--- config.mk ---
export PLATFORM = sky130hd
export DESIGN_NAME = delay_chain_probe_flat
export DESIGN_NICKNAME = d
export VERILOG_FILES = /design/src/rtl/delay_chain_probe_if.sv /design/src/rtl/delay_chain_probe.sv /design/src/flat_wrapper.sv
export SDC_FILE = /design/constraint.sdc
export NUM_CORES = 1
export LEC_CHECK = 0
export BUFFER_PORTS_ARGS = -buffer_cell sky130_fd_sc_hd__buf_4
export CORE_ASPECT_RATIO = 2
export CORE_UTILIZATION = 58
export CTS_CLUSTER_DIAMETER = 50
export DETAILED_ROUTE_END_ITERATION = 8
export PLACE_DENSITY = 0.79
export SYNTH_ARGS = -nofsm -noshare
export SYNTH_HDL_FRONTEND = slang
export SYNTH_SLANG_ARGS = --single-unit
--- constraint.sdc ---
create_clock -name clk -period 3.1 [get_ports clk]
set_clock_uncertainty 0.05 [all_clocks]
set_input_delay 0.62 -clock clk [delete_from_list [all_inputs] [get_ports clk]]
set_output_delay 0.62 -clock clk [all_outputs]
set_load 0.01 [all_outputs]
--- src/rtl/delay_chain_probe_if.sv ---
// Bundle of chain inputs, tap outputs and latency-meter results for delay_chain_probe.
interface delay_chain_probe_if #(
    parameter int CHANNELS = 4,
    parameter int DEPTH    = 8,
    parameter int CNT_W    = 8,
    parameter int TAP_W    = $clog2(DEPTH)
);
    logic [CHANNELS-1:0] din;
    logic [1:0]          mode;
    logic [TAP_W-1:0]    tap_sel;
    logic                meas_start;
    logic [CHANNELS-1:0] tap_out;
    logic [CHANNELS-1:0] last_out;
    logic                meas_busy;
    logic                meas_valid;
    logic                meas_timeout;
    logic [CNT_W-1:0]    meas_count;

    modport master (
        output din, mode, tap_sel, meas_start,
        input  tap_out, last_out, meas_busy, meas_valid, meas_timeout, meas_count
    );

    modport slave (
        input  din, mode, tap_sel, meas_start,
        output tap_out, last_out, meas_busy, meas_valid, meas_timeout, meas_count
    );
endinterface

--- src/rtl/delay_chain_probe.sv ---
// Multi-channel registered delay/inversion/ring chains with a tap-change latency meter
// that watches channel 0 at the selected tap.
module delay_chain_probe #(
    parameter int CHANNELS = 4,
    parameter int DEPTH    = 8,
    parameter int CNT_W    = 8,
    parameter int TAP_W    = $clog2(DEPTH)
) (
    input  logic                  clk,
    input  logic                  rst,
    delay_chain_probe_if.slave    bus
);
    localparam logic [1:0] MODE_BUF  = 2'd0;
    localparam logic [1:0] MODE_INV  = 2'd1;
    localparam logic [1:0] MODE_RING = 2'd2;
    localparam logic [1:0] MODE_HOLD = 2'd3;
    localparam logic [CNT_W-1:0] CNT_MAX = {CNT_W{1'b1}};

    typedef enum logic [1:0] {
        ST_IDLE = 2'd0,
        ST_RUN  = 2'd1,
        ST_DONE = 2'd2
    } meter_state_t;

    logic [DEPTH-1:0]    chain_r [CHANNELS];
    logic [TAP_W-1:0]    tap_idx_s;
    logic [CHANNELS-1:0] tap_s;
    logic [CHANNELS-1:0] last_s;

    meter_state_t        state_r, state_s;
    logic [CNT_W-1:0]    cnt_r, cnt_s;
    logic                ref_r, ref_s;
    logic [CNT_W-1:0]    count_r, count_s;
    logic                timeout_r, timeout_s;

    // Chain stages: shift, shift-with-inversion, Johnson ring or hold per mode.
    always_ff @(posedge clk) begin
        for (int c = 0; c < CHANNELS; c++) begin
            if (rst) begin
                chain_r[c] <= {DEPTH{1'b0}};
            end else begin
                case (bus.mode)
                    MODE_BUF:  chain_r[c] <= {chain_r[c][DEPTH-2:0], bus.din[c]};
                    MODE_INV:  chain_r[c] <= {~chain_r[c][DEPTH-2:0], ~bus.din[c]};
                    MODE_RING: chain_r[c] <= {chain_r[c][DEPTH-2:0], ~chain_r[c][DEPTH-1]};
                    MODE_HOLD: chain_r[c] <= chain_r[c];
                    default:   chain_r[c] <= chain_r[c];
                endcase
            end
        end
    end

    // Out-of-range tap selects (non power-of-two DEPTH) clamp to the last stage.
    always_comb begin
        tap_idx_s = bus.tap_sel;
        if (32'(bus.tap_sel) >= 32'(DEPTH)) begin
            tap_idx_s = TAP_W'(DEPTH - 1);
        end else begin
            tap_idx_s = bus.tap_sel;
        end
    end

    // Tap and last-stage reads straight from the stage registers.
    always_comb begin
        tap_s  = {CHANNELS{1'b0}};
        last_s = {CHANNELS{1'b0}};
        for (int c = 0; c < CHANNELS; c++) begin
            tap_s[c]  = chain_r[c][tap_idx_s];
            last_s[c] = chain_r[c][DEPTH-1];
        end
    end

    // Meter register bank.
    always_ff @(posedge clk) begin
        if (rst) begin
            state_r   <= ST_IDLE;
            cnt_r     <= {CNT_W{1'b0}};
            ref_r     <= 1'b0;
            count_r   <= {CNT_W{1'b0}};
            timeout_r <= 1'b0;
        end else begin
            state_r   <= state_s;
            cnt_r     <= cnt_s;
            ref_r     <= ref_s;
            count_r   <= count_s;
            timeout_r <= timeout_s;
        end
    end

    // Meter next-state: a start always re-arms, even when it coincides with a detection.
    always_comb begin
        state_s   = state_r;
        cnt_s     = cnt_r;
        ref_s     = ref_r;
        count_s   = count_r;
        timeout_s = timeout_r;
        if (bus.meas_start) begin
            state_s   = ST_RUN;
            cnt_s     = {CNT_W{1'b0}};
            ref_s     = tap_s[0];
            count_s   = {CNT_W{1'b0}};
            timeout_s = 1'b0;
        end else begin
            case (state_r)
                ST_IDLE: state_s = ST_IDLE;
                ST_RUN: begin
                    if (tap_s[0] != ref_r) begin
                        count_s   = cnt_r + CNT_W'(1);
                        timeout_s = 1'b0;
                        state_s   = ST_DONE;
                    end else if ((cnt_r + CNT_W'(1)) == CNT_MAX) begin
                        count_s   = CNT_MAX;
                        timeout_s = 1'b1;
                        state_s   = ST_DONE;
                    end else begin
                        cnt_s = cnt_r + CNT_W'(1);
                    end
                end
                ST_DONE: state_s = ST_DONE;
                default: state_s = ST_IDLE;
            endcase
        end
    end

    assign bus.tap_out      = tap_s;
    assign bus.last_out     = last_s;
    assign bus.meas_busy    = (state_r == ST_RUN);
    assign bus.meas_valid   = (state_r == ST_DONE);
    assign bus.meas_timeout = timeout_r;
    assign bus.meas_count   = count_r;
endmodule

--- src/flat_wrapper.sv ---
// flat-port wrapper written by rule: the top's interface ports become plain ports
module delay_chain_probe_flat 
#(
    parameter int CHANNELS = 4,
    parameter int DEPTH    = 8,
    parameter int CNT_W    = 8,
    parameter int TAP_W    = $clog2(DEPTH)
)
  (clk, rst, bus_din, bus_mode, bus_tap_sel, bus_meas_start, bus_tap_out, bus_last_out, bus_meas_busy, bus_meas_valid, bus_meas_timeout, bus_meas_count);
  delay_chain_probe_if #(.CHANNELS(CHANNELS), .DEPTH(DEPTH), .CNT_W(CNT_W), .TAP_W(TAP_W)) bus_i ();
  input  logic clk;
  input  logic rst;
  input wire logic [$bits(bus_i.din)-1:0] bus_din;
  input wire logic [$bits(bus_i.mode)-1:0] bus_mode;
  input wire logic [$bits(bus_i.tap_sel)-1:0] bus_tap_sel;
  input wire logic [$bits(bus_i.meas_start)-1:0] bus_meas_start;
  output wire logic [$bits(bus_i.tap_out)-1:0] bus_tap_out;
  output wire logic [$bits(bus_i.last_out)-1:0] bus_last_out;
  output wire logic [$bits(bus_i.meas_busy)-1:0] bus_meas_busy;
  output wire logic [$bits(bus_i.meas_valid)-1:0] bus_meas_valid;
  output wire logic [$bits(bus_i.meas_timeout)-1:0] bus_meas_timeout;
  output wire logic [$bits(bus_i.meas_count)-1:0] bus_meas_count;
  assign bus_i.din = bus_din;
  assign bus_i.mode = bus_mode;
  assign bus_i.tap_sel = bus_tap_sel;
  assign bus_i.meas_start = bus_meas_start;
  assign bus_tap_out = bus_i.tap_out;
  assign bus_last_out = bus_i.last_out;
  assign bus_meas_busy = bus_i.meas_busy;
  assign bus_meas_valid = bus_i.meas_valid;
  assign bus_meas_timeout = bus_i.meas_timeout;
  assign bus_meas_count = bus_i.meas_count;
  delay_chain_probe #(.CHANNELS(CHANNELS), .DEPTH(DEPTH), .CNT_W(CNT_W), .TAP_W(TAP_W)) u_core (.clk(clk), .rst(rst), .bus(bus_i));
endmodule
==> flow_summary_export.csv <==
group,metric,value,unit
status,status,"finished, final reports clean",
timing,finalHoldViolations,0,
run,drv_cap,0,
placement,port_buffers,30,
setup_path,cpMostUsedCell,"buf_4",
routing,route.detailed.wl_per_inst,17.21,µm
die,start_util,0.5992,
timing,whs,0.4260,ns
clock_network,postCtsSetupRepairBufs,0,
timing,drv_slew,0,
setup_path,rrSetupSlack,0.77,ns
placement,dp_hpwl,4209,µm
clock_network,cts.clk_slew.worst_paths,0.09,ns
power_and_ir_drop,fin_total_pwr,1.461,mW
grt,grt_pass1_vias,1909,
routing,dr.pass1.iters,4,
routing,drc,0,
setup_path,crit_path_max_fanout,8,
setup_path,start_kind,"primary input",
clock_network,clock_latency,0.31,ns
cells_and_area,antenna_cells,0,
setup_path,cp_slowest_cell,"mux4_1",
clock_network,tritoncts,"yes",
die,die_y,99.47,µm
timing,setup_viol,0,
routing,vias,1907,
die,core,4598,µm²
yosys,ys_types,45,
setup_path,path_buf_inv,2,
die,num_rows,35,
setup_path,cp-end-kind,"output port",
power_and_ir_drop,power.density,476.4,nW/µm²
grt,grt_max_degree,25,
placement,place_ws,0.3837,ns
grt,antenna_found_initial,0,
clock_network,hold_buffers,0,
timing,finalCritPeriodShare,0.8088,
cells_and_area,drive_gt1_frac,0.2547,
grt,overflow,0,
cells_and_area,nNetsFinal,282,
die,ioPinCount,31,
grt,groute.usage.overall,0.2482,
setup_path,critPathArrivalTime,1.84,ns
power_and_ir_drop,power_leakage,1.162,nW
clock_network,cts_resized,0,
yosys,synth-main-ff-cell,"edfxtp_1",
cells_and_area,synthToLayoutAreaGrowth,11.31,%
timing,tightest_slew,0.5492,ns
clock_network,cts_buffer_depth,2,
yosys,async_flop_share,0,
power_and_ir_drop,ir_drop,382.7,µV
routing,first_iter_violations,51,
routing,postRouteAntennaNets,0,
yosys,synth.cell_area,2755,µm²
clock_network,cts_buffers,5,
timing,fin_tns_setup,0,ns
yosys,synth_enable_flop_cells,32,
placement,routabilityCongestion,0.9182,
yosys,yosysTopAreaCell,"edfxtp_1",
routing,vias_per_cell,5.922,
routing,totalWireLength,5541,µm
die,dieArea,5047,µm²
yosys,synthTopCellsByArea,"edfxtp_1 (35%), dfxtp_1 (15%), xnor2_1 (5.4%)",
yosys,syn-instance-count,243,
setup_path,crit_family,"multiplexers",
timing,max_freq,398.8,MHz
setup_path,cp.required,2.43,ns
clock_network,h-tree-depth,2,
yosys,synth_top_cell_area_share,0.3488,
placement,dp.cells,314,
min_path,hold_class,"flip-flop to flip-flop",
clock_network,cts.sinks,52,
clock_network,cts_root_buf,"clkbuf_8",
setup_path,crit_chain,"buf_4 > mux4_1 > mux2_2 > buf_4",
timing,fin_ws,0.5927,ns
timing,rsz0062_at_grt,"false",
yosys,avgSynthCellArea,11.34,µm²
yosys,ys_seq_area_frac,0.4941,
cells_and_area,fin_cells,322,
cells_and_area,mostFrequentLayoutCell,"buf_4",
yosys,syn_nets,259,
die,die_w,50.74,µm
grt,grt_pass1_wl,8956,µm
timing,finalCriticalPeriod,2.507,ns
timing,relSlewSlack,0.6339,
yosys,synth_seq_cells,52,
yosys,ys_warn_count,0,
setup_path,cpPeakStageDelay,0.59,ns
setup_path,crit_type,"primary input to output port",
cells_and_area,mostFrequentLayoutCells,"buf_4 (35), edfxtp_1 (32), nor2_1 (28), nand2_1 (21), dfxtp_1 (20)",
## worst paths after layout
kind,start,end,depth (start not counted)
min reg2reg,u_core.bus.meas_count[6]$_SDFFE_PP0P_,u_core.bus.meas_count[6]$_SDFFE_PP0P_,1
max reg2reg,u_core.chain_r[0][7]$_DFFE_PP_,u_core.cnt_r[6]$_SDFFE_PP0P_,7
min,u_core.bus.meas_count[6]$_SDFFE_PP0P_,u_core.bus.meas_count[6]$_SDFFE_PP0P_,1
max,bus_tap_sel[0],bus_tap_out[3],4
## through the flow
step / util / cell area, µm²
floorplan: - / 2755
CTS: 0.6669 / 3067
global route: 0.6669 / 3067
global placement: 0.6468 / 2974
detailed placement: 0.6468 / 2974
finish: 0.6669 / 3067
## sequential cells by signal, summed over array words and instances (netlist names)
register                 cells
u_core.cnt_r                 8
u_core.state_r               2
u_core.bus.meas_timeout      1
u_core.ref_r                 1
u_core.bus.meas_count        8
u_core.chain_r              32
## area by class of cell
type                       instances  area, µm²
inverter                           7      26.28
tap                               55      68.82
multi-input combinational        165       1255
sequential                        52       1361
timing repair buffer              35      262.8
clock buffer                       6      82.58
clock inverter                     2      10.01
fill                             365       1531
## layer usage
layer,up-vias,GRT usage,wire [µm],part of all wire
li1,917,-,-,-
met1,917,0.2305,1940,0.35
met2,48,0.4595,3164,0.57
met3,25,0.04128,140,0.025
met4,0,0.1816,295,0.053
met5,-,0,0,0
## worst register-to-register path: cells and delay by family, from the launching register on
family	cells	cell delay, ns
multiplexers	3	1.12
flip-flops	1	0.46
AO/OA/AOI/OAI	3	0.42
buffers and inverters	1	0.18
## logic make-up (layout without fill, tap and decap cells)
kind of cell	after synthesis	count (layout)	share of synthesized area
DFF	52	52	0.4941
AOI/OAI and AO/OA	54	54	0.1444
xor gates and xnor gates	20	20	0.06631
muxes	18	18	0.1144
buffers and inverters	26	50	0.05041
adders and majority gates	4	4	0.01817
and+or+nand+nor	69	69	0.1122
## Yosys cell counts (4+ instances only)
library cell and count:
nand3_1 4, nor2_1 28, o21a_1 4, ha_1 4, nand2b_1 4, o21ai_0 18, dfxtp_1 20, a211oi_1 7
buf_4 4, xnor2_1 17, edfxtp_1 32, clkbuf_1 8, mux4_2 6, inv_1 7, mux2_2 8, nand2_1 21
o221a_1 4
## power by group
part           switching, mW  internal (mW)
clock                  0.221          0.179
combinational          0.111          0.118
sequential            0.0406          0.792
Note: power is estimated with default switching activity, not from simulation.
